**src/rtl/ocra1_pkg.sv**
```systemverilog
// Shared field layout, channel and state types for the OCRA1 word scheduler.
package ocra1_pkg;

  localparam int CH_MSB    = 26;
  localparam int CH_LSB    = 25;
  localparam int BCAST_BIT = 24;
  localparam int PAYLOAD_W = 24;

  typedef enum logic [1:0] {CH_X, CH_Y, CH_Z, CH_Z2} ch_e;

  typedef enum logic {RUN, HOLD} state_e;

  function automatic ch_e word_ch(input logic [31:0] w);
    return ch_e'(w[CH_MSB:CH_LSB]);
  endfunction

endpackage

```
**src/rtl/ocra1_sched_fifo.sv**
```systemverilog
// Synchronous word FIFO with flush; head word is presented combinationally.
module ocra1_sched_fifo #(
  parameter int DEPTH = 8,
  parameter int W     = 32
) (
  input  logic                     clk,
  input  logic                     rst,
  input  logic                     push,
  input  logic                     pop,
  input  logic                     flush,
  input  logic [W-1:0]             wdata,
  output logic [W-1:0]             rdata,
  output logic [$clog2(DEPTH):0]   level,
  output logic                     full,
  output logic                     empty
);

  localparam int AW = $clog2(DEPTH);

  logic [W-1:0] mem [DEPTH];
  logic [AW:0]  wr_ptr;
  logic [AW:0]  rd_ptr;

  // Extra pointer MSB separates the full and empty cases.
  assign level = wr_ptr - rd_ptr;
  assign empty = (wr_ptr == rd_ptr);
  assign full  = (wr_ptr[AW] != rd_ptr[AW]) && (wr_ptr[AW-1:0] == rd_ptr[AW-1:0]);
  assign rdata = mem[rd_ptr[AW-1:0]];

  always_ff @(posedge clk or posedge rst) begin
    if (rst) begin
      wr_ptr <= '0;
      rd_ptr <= '0;
    end else if (flush) begin
      wr_ptr <= '0;
      rd_ptr <= '0;
    end else begin
      if (push && !full)
        wr_ptr <= wr_ptr + 1'b1;
      if (pop && !empty)
        rd_ptr <= rd_ptr + 1'b1;
    end
  end

  always_ff @(posedge clk) begin
    if (push && !full && !flush)
      mem[wr_ptr[AW-1:0]] <= wdata;
  end

endmodule

```
**src/rtl/ocra1_word_scheduler.sv**
```systemverilog
// Buffers gradient words and issues them to the OCRA1 serialiser under its timing rules.
// Define OCRA1_SCHED_CONFLICT_EN to stall writes to a channel that is still pending.
module ocra1_word_scheduler
  import ocra1_pkg::*;
#(
  parameter int DEPTH   = 8,
  parameter int HOLDOFF = 4
) (
  input  logic                    clk,
  input  logic                    rst,
  input  logic [31:0]             in_data_i,
  input  logic                    in_valid_i,
  output logic                    in_ready_o,
  input  logic                    flush_i,
  input  logic                    busy_i,
  output logic [31:0]             data_o,
  output logic                    valid_o,
  output logic [$clog2(DEPTH):0]  level_o,
  output logic                    idle_o
`ifdef OCRA1_SCHED_CONFLICT_EN
  ,
  output logic                    conflict_o
`endif
);

  // state | meaning
  // RUN   | issue head word when allowed
  // HOLD  | post-broadcast hold-off, valid_o forced low

  localparam int LW = $clog2(DEPTH) + 1;
  localparam int CW = $clog2(HOLDOFF);

  logic [31:0]   head_word;
  logic          fifo_full;
  logic          fifo_empty;
  logic          push;
  logic          pop;
  logic          issue;
  logic          issue_cond;
  logic          head_ok;
  logic          head_bcast;
  logic          fresh_d;
  logic          fresh_q;
  state_e        state_q;
  logic [CW-1:0] hold_cnt_q;

  assign in_ready_o = ~fifo_full & ~rst;
  assign push       = in_valid_i & in_ready_o & ~flush_i;

  // A word that becomes head on the edge it was accepted waits one extra cycle.
  assign fresh_d    = push & (level_o == {{(LW-1){1'b0}}, pop});
  assign head_ok    = ~fifo_empty & ~fresh_q;
  assign head_bcast = head_word[BCAST_BIT];

`ifdef OCRA1_SCHED_CONFLICT_EN
  logic [3:0] pending_q;
  ch_e        head_ch;
  assign head_ch    = word_ch(head_word);
  assign issue_cond = ~pending_q[head_ch];
`else
  assign issue_cond = 1'b1;
`endif

  assign issue  = (state_q == RUN) & head_ok & ~flush_i & issue_cond & (~head_bcast | ~busy_i);
  assign pop    = issue;
  assign idle_o = fifo_empty & (state_q == RUN) & ~valid_o;

  ocra1_sched_fifo #(.DEPTH(DEPTH), .W(32)) u_fifo (
    .clk   (clk),
    .rst   (rst),
    .push  (push),
    .pop   (pop),
    .flush (flush_i),
    .wdata (in_data_i),
    .rdata (head_word),
    .level (level_o),
    .full  (fifo_full),
    .empty (fifo_empty)
  );

  always_ff @(posedge clk or posedge rst) begin
    if (rst) begin
      state_q    <= RUN;
      hold_cnt_q <= '0;
      valid_o    <= 1'b0;
      data_o     <= '0;
      fresh_q    <= 1'b0;
`ifdef OCRA1_SCHED_CONFLICT_EN
      pending_q  <= '0;
      conflict_o <= 1'b0;
`endif
    end else begin
      valid_o <= issue;
      fresh_q <= fresh_d;
      if (issue)
        data_o <= head_word;

      case (state_q)
        RUN: begin
          if (issue && head_bcast) begin
            state_q    <= HOLD;
            hold_cnt_q <= CW'(HOLDOFF - 1);
          end
        end
        HOLD: begin
          // Counter keeps running through a flush; the serialiser is mid-accept.
          if (hold_cnt_q == '0)
            state_q <= RUN;
          else
            hold_cnt_q <= hold_cnt_q - 1'b1;
        end
        default: state_q <= RUN;
      endcase

`ifdef OCRA1_SCHED_CONFLICT_EN
      conflict_o <= (state_q == RUN) & head_ok & ~flush_i & ~issue_cond;
      if (flush_i)
        pending_q <= '0;
      else if (issue) begin
        if (head_bcast)
          pending_q <= '0;
        else
          pending_q[head_ch] <= 1'b1;
      end
`endif
    end
  end

endmodule

```
**config.mk**
```make
export PLATFORM = sky130hd
export DESIGN_NAME = ocra1_word_scheduler
export DESIGN_NICKNAME = d
export VERILOG_FILES = /design/src/rtl/ocra1_pkg.sv /design/src/rtl/ocra1_sched_fifo.sv /design/src/rtl/ocra1_word_scheduler.sv
export SDC_FILE = /design/constraint.sdc
export NUM_CORES = 1
export LEC_CHECK = 0
export ABC_AREA = 1
export BUFFER_PORTS_ARGS = -buffer_cell sky130_fd_sc_hd__buf_4
export CORE_MARGIN = 1.5
export CORE_UTILIZATION = 55
export CTS_BUF_LIST = sky130_fd_sc_hd__clkbuf_8
export CTS_CLUSTER_DIAMETER = 40
export DETAILED_ROUTE_END_ITERATION = 16
export PLACE_DENSITY = 0.7
export SYNTH_ARGS = -nofsm -noshare
export SYNTH_HDL_FRONTEND = slang
export SYNTH_SLANG_ARGS = --single-unit
```
**constraint.sdc**
```tcl
create_clock -name clk -period 10 [get_ports clk]
set_input_delay 2.5 -clock clk [delete_from_list [all_inputs] [get_ports clk]]
set_output_delay 2.5 -clock clk [all_outputs]
set_load 0.02 [all_outputs]
```
After elaboration in Yosys (flattened, before gate mapping)
Memory sizes are Yosys's and may differ from the RTL's.
Cells that the tools add are included.
{"block": "word_totals", "input_bits": 37, "word_cells": 62, "output_inout_bits": 39, "rom_bits": 0, "latchBits": 0, "mem_count": 1, "ram_bits": 256, "regBits": 45}
{"block": "classes", "add_sub_neg": 4, "n_mul": 0, "bitwise": 20, "div": 0, "n_reduce_logical": 12, "order_cmp": 0, "muxes": 12, "eq_ne": 6, "n_shift": 0}
{"memory": "u_fifo.mem", "words": 8, "width": 32, "rd": 1, "rd_clocked_by_memory_dff": 0, "write_ports": 1, "line_no": "ocra1_sched_fifo.sv:20", "rtl": "logic [W-1:0] mem [DEPTH];"}
{"op": "4-bit 2-to-1 mux", "count": 4}
{"op": "1-bit bitwise AND", "count": 10}
{"op": "1-bit inverter", "count": 9}
{"op": "4-bit by 1-bit adder with 4-bit output, second input constant", "count": 2}
{"op": "1-bit logical AND", "count": 5}
{"op": "4-bit by 1-bit equality test with 1-bit output", "count": 1}
{"op": "4-bit equality test", "count": 1}
{"op": "1-bit 2-to-1 mux", "count": 4}
{"op": "2-bit 2-to-1 mux", "count": 2}
{"op": "2-bit case mux with 2 select lines", "count": 1}
{"op": "2-bit nonzero test", "count": 2}
{"op": "4-bit subtractor", "count": 1}
{"op": "3-bit equality test", "count": 1}
{"op": "1-bit logical NOT", "count": 3}
{"op": "2-bit logical NOT", "count": 1}
{"op": "2-bit by 1-bit inequality test with 1-bit output, second input constant", "count": 1}
{"op": "2-bit inequality test, second input constant", "count": 1}
{"op": "1-bit case mux with 2 select lines", "count": 1}
{"op": "2-bit AND reduction", "count": 1}
{"op": "2-bit by 1-bit subtractor with 2-bit output, second input constant", "count": 1}
{"op": "1-bit inequality test", "count": 1}
{"op": "1-bit OR", "count": 1}

Logic depth before layout (Yosys ltp)
{"block": "logic_depth", "word_depth": 10, "depth_mapped": 11, "ltp_nobuf": 10}

Hierarchy
Synthesis repeated with hierarchy kept, for this count alone.
{"block": "hier_totals", "cells_unflattened": 1125, "area_unflattened_um2": 12369.4}
{"module": "ocra1_sched_fifo", "n_inst": 1, "area_each_um2": 10879.2, "seq_area_each_um2": 7887.6, "cells_each": 957}
{"module": "ocra1_word_scheduler", "n_inst": 1, "area_each_um2": 1490.2, "seq_area_each_um2": 925.9, "cells_each": 168}

Least setup slack after synthesis
Ideal clock, no wire load.
{"block": "synth_path", "kind": "in2reg", "startpoint": "in rst", "endpoint": "mem u_fifo.mem[0][0], enable pin", "cell_stages": 5, "t_arrival_ns": 5.300, "path_buffers": 0, "slack_ns": 4.279, "setup_ns": 0.421, "required_ns": 9.579, "cell_sequence": "inv_1 -> nand4_1 -> inv_1 -> nand2_1 -> nor2_1"}
{"block": "synth_between", "elab_chain_len": 8}
{"element": "start, declared", "line_no": "ocra1_word_scheduler.sv:10", "rtl": "input logic rst,"}
{"element": "1-bit inverter", "line_no": "ocra1_word_scheduler.sv:47", "rtl": "assign in_ready_o = ~fifo_full & ~rst;"}
{"element": "1-bit bitwise AND", "line_no": "ocra1_word_scheduler.sv:47"}
{"element": "1-bit bitwise AND (2 in series)", "line_no": "ocra1_word_scheduler.sv:48", "rtl": "assign push = in_valid_i & in_ready_o & ~flush_i;"}
{"element": "1-bit logical AND (2 in series)", "line_no": "ocra1_sched_fifo.sv:46", "rtl": "if (push && !full && !flush)"}
{"element": "1-bit 2-to-1 mux", "line_no": "ocra1_sched_fifo.sv:46"}
{"element": "1-bit 2-to-1 mux (not written as such)", "line_no": "ocra1_sched_fifo.sv:47", "rtl": "mem[wr_ptr[AW-1:0]] <= wdata;"}
{"element": "end, declared", "line_no": "ocra1_sched_fifo.sv:20"}
No other way between the ends.

Worst setup path after layout
{"block": "layout_path", "startpoint": "reg u_fifo.rd_ptr[0]", "endpoint": "out idle_o"}
{"block": "layout_between", "elab_chain_len": 3}
{"element": "start, declared", "line_no": "ocra1_sched_fifo.sv:22", "rtl": "logic [AW:0] rd_ptr;"}
{"element": "start signal, assigned", "line_no": "ocra1_sched_fifo.sv:41", "rtl": "rd_ptr <= rd_ptr + 1'b1;"}
{"element": "4-bit equality test", "line_no": "ocra1_sched_fifo.sv:26", "rtl": "assign empty = (wr_ptr == rd_ptr);"}
{"element": "1-bit bitwise AND (2 in series)", "line_no": "ocra1_word_scheduler.sv:66", "rtl": "assign idle_o = fifo_empty & (state_q == RUN) & ~valid_o;"}
{"element": "end, declared", "line_no": "ocra1_word_scheduler.sv:19", "rtl": "output logic idle_o"}
No other way between the ends.

==> qor.yml <==
place_area_mm2: 0.0128
synth_seq_area_share_pct: 73.0
rsz0062_at_grt: "no"
viasPerCell: 5.32
fin_nets: 1142
end_kind: "primary output"
cts_resized: 0
grt_first_pass_wirelength_um: 38800
setup_tns_ps: 0
setup.worst_path.class: "reg -> out"
p_comb_share_pct: 15.2
p_switching_mw: 0.780
powerDensity_mw_per_mm2: 212
min_from: "data_o[24]"
path_clk_slew_ps: 60
drt-total-wl_um: 24400
worstHoldPathCells: 2
grtUsageMet1_pct: 32.2
crit_path_start: "u_fifo.rd_ptr[0]"
max-cap-violations: 0
cts_hold_buf: 0
io_pins: 76
seqPwrFrac_pct: 51.3
insertion_delay_ps: 550
core_mm2: 0.0217
clk_path_buf_depth: 3
p_leak_nw: 5.43
avgRoutedWirePerCell_um: 17.2
cts_tree: "yes"
avgSynthCellArea_um2: 11.9
die_w_um: 151
syn_to_final_growth_pct: 13.9
fmax_mhz: 178
dp_hpwl_um: 13100
ys_seq_elements: 301
final_common_cell: "nand2_1"
reg2reg_depth: 12
postCtsSetupBuffers: 0
crit_fanout: 71
min_to: "data_o[24]"
status: "completed"
final_max_slew_viol_count: 0
portBuffers: 75
synth.cell_area_mm2: 0.0121
slew_headroom_pct: 17.7
swShare_pct: 26.8
drtPass1Iterations: 5
cts_sinks: 301
clkPwrFrac_pct: 33.6
tightest_slew_ps: 1230
syn_nets: 1062
grt_usage_pct: 22.5
drcViolationCount: 0
grt-ovfl-total: 0
power.total_mw: 2.91
htreeDepth: 2
vias: 7543
first_global_vias: 7282
post-route-period-util_pct: 56.1
start_util_pct: 55.7
worst_ir_drop_vdd_mv: 0.117
ys_warn_count: 0
cts_root_buffer: "clkbuf_8"
antenna_found_initial: 0
gr-usage-met2_pct: 36.2
crit_required_ps: 7500
fp.dieArea_mm2: 0.0228
cts_buffers: 48
postLayoutCellArea_mm2: 0.0137
gr-max-usage-layer: "met2"
rr_endpoint: "data_o[17]"
postRouteAntennaNets: 0
die_y_um: 151
intPower_mw: 2.13
drtIter0Drc: 590
num_rows: 54
layout-drive-gt1-share_pct: 14.6
final_cell_mix: "nand2_1 (269), edfxtp_1 (256), nor2_1 (129)"
n_antenna_cell: 0
arrival_ps: 3110
rrSetupSlack_ps: 5340
gp_congestion: 0.820
startpoint_type: "register"
synth_cells: 1018
hold_violations: 0
finClkSkew_ps: 13.2
rr_startpoint: "u_fifo.rd_ptr[0]"
grt_use_met3_pct: 3.77
grt_max_degree: 99
timing.final.crit_period_ps: 5610
finalSetupViolations: 0
synth_cell_types: 28
worstHoldPathType: "reg -> reg"
==> sequential cells by signal (all words and copies together) (netlist names) <==
signal         count
u_fifo.mem       256
u_fifo.rd_ptr      4
valid_o            1
data_o            32
hold_cnt_q         2
fresh_q            1
state_q            1
u_fifo.wr_ptr      4
==> cells by family (layout without fill, tap and decap cells) <==
logic type	Yosys count	count (layout)	share of synthesized area, %
AND/OR/NAND/NOR	492	492	16.4
flip-flops	301	301	73.0
AO/OA/AOI/OAI	134	134	6.32
buffers and inverters	81	200	3.22
adder cells (fa/ha/maj)	7	7	0.788
XOR/XNOR	3	3	0.218
==> synthesized netlist by cell type <==
| master | instances | area [um2] |
|---|---|---|
| nand2_1 | 269 | 1010 |
| nand3_2 | 2 | 20.0 |
| nand2_2 | 1 | 6.26 |
| edfxtp_1 | 256 | 7690 |
| nor2_1 | 138 | 518 |
| fa_1 | 1 | 20.0 |
| xor2_1 | 3 | 26.3 |
| o21bai_1 | 30 | 225 |
| o22ai_1 | 2 | 12.5 |
| inv_1 | 27 | 101 |
| o21ai_0 | 74 | 370 |
| buf_1 | 2 | 7.51 |
| inv_2 | 2 | 7.51 |
| nand3_1 | 73 | 365 |
| nor3_1 | 2 | 10.0 |
| ha_1 | 6 | 75.1 |
| a21oi_1 | 5 | 25.0 |
| nand3_4 | 1 | 17.5 |
| o21ai_2 | 3 | 26.3 |
| a21oi_2 | 1 | 8.76 |
| buf_6 | 5 | 56.3 |
| clkbuf_1 | 17 | 63.8 |
| buf_4 | 5 | 37.5 |
| nand3b_1 | 1 | 7.51 |
| dfrtp_1 | 45 | 1130 |
| buf_2 | 23 | 115 |
| nand4_1 | 5 | 31.3 |
| o21ai_1 | 19 | 95.1 |
==> area by class of cell <==
cell class              count  area [um2]
well taps                 280         350
clock buffers              54         743
flip-flops and latches    301        8820
clock inverters            35         175
repair buffers             82         616
fillers                  1617        7940
inverters                  29         110
multi-input cells         636        2930
==> power groups by stage <==
stage / Combinational (mW) / Clock [mW] / Sequential [mW]
2_1_floorplan: 0.192 / 0 / 1.59
3_3_place_gp: 0.435 / 0 / 1.52
3_5_place_dp: 0.448 / 0 / 1.52
4_1_cts: 0.448 / 0.996 / 1.50
5_1_grt: 0.492 / 1.06 / 1.51
6_report: 0.441 / 0.978 / 1.49
==> layer usage <==
metal	up-vias	wire [um]
met1	3641	11100
li1	3674	-
met4	0	391
met2	199	11600
met3	29	1280
met5	-	0
==> per-stage QoR <==
stage	setup WS, ps	hold WS [ps]	util, %	instances
2_1_floorplan	4280	449	-	1018
6_report	4390	473	63.4	1417
5_1_grt	4180	508	63.4	1417
3_3_place_gp	4620	457	59.1	1328
4_1_cts	4360	483	63.4	1417
3_5_place_dp	4610	468	59.1	1328
==> critical path: stages (launching register included) <==
cell     delay (ps)
dfrtp_4         870
buf_4           660
ha_1            280
inv_1            70
nor2_1          260
nand2_1          90
nor3_1          130
buf_4           170
==> how the worst max path moves through the flow <==
stage / endpoint
global placement: in_ready_o
finish: idle_o
floorplan: u_fifo.mem[0][0]
detailed placement: in_ready_o
global route: idle_o
CTS: idle_o
Note: power is estimated with default switching activity, not from simulation.
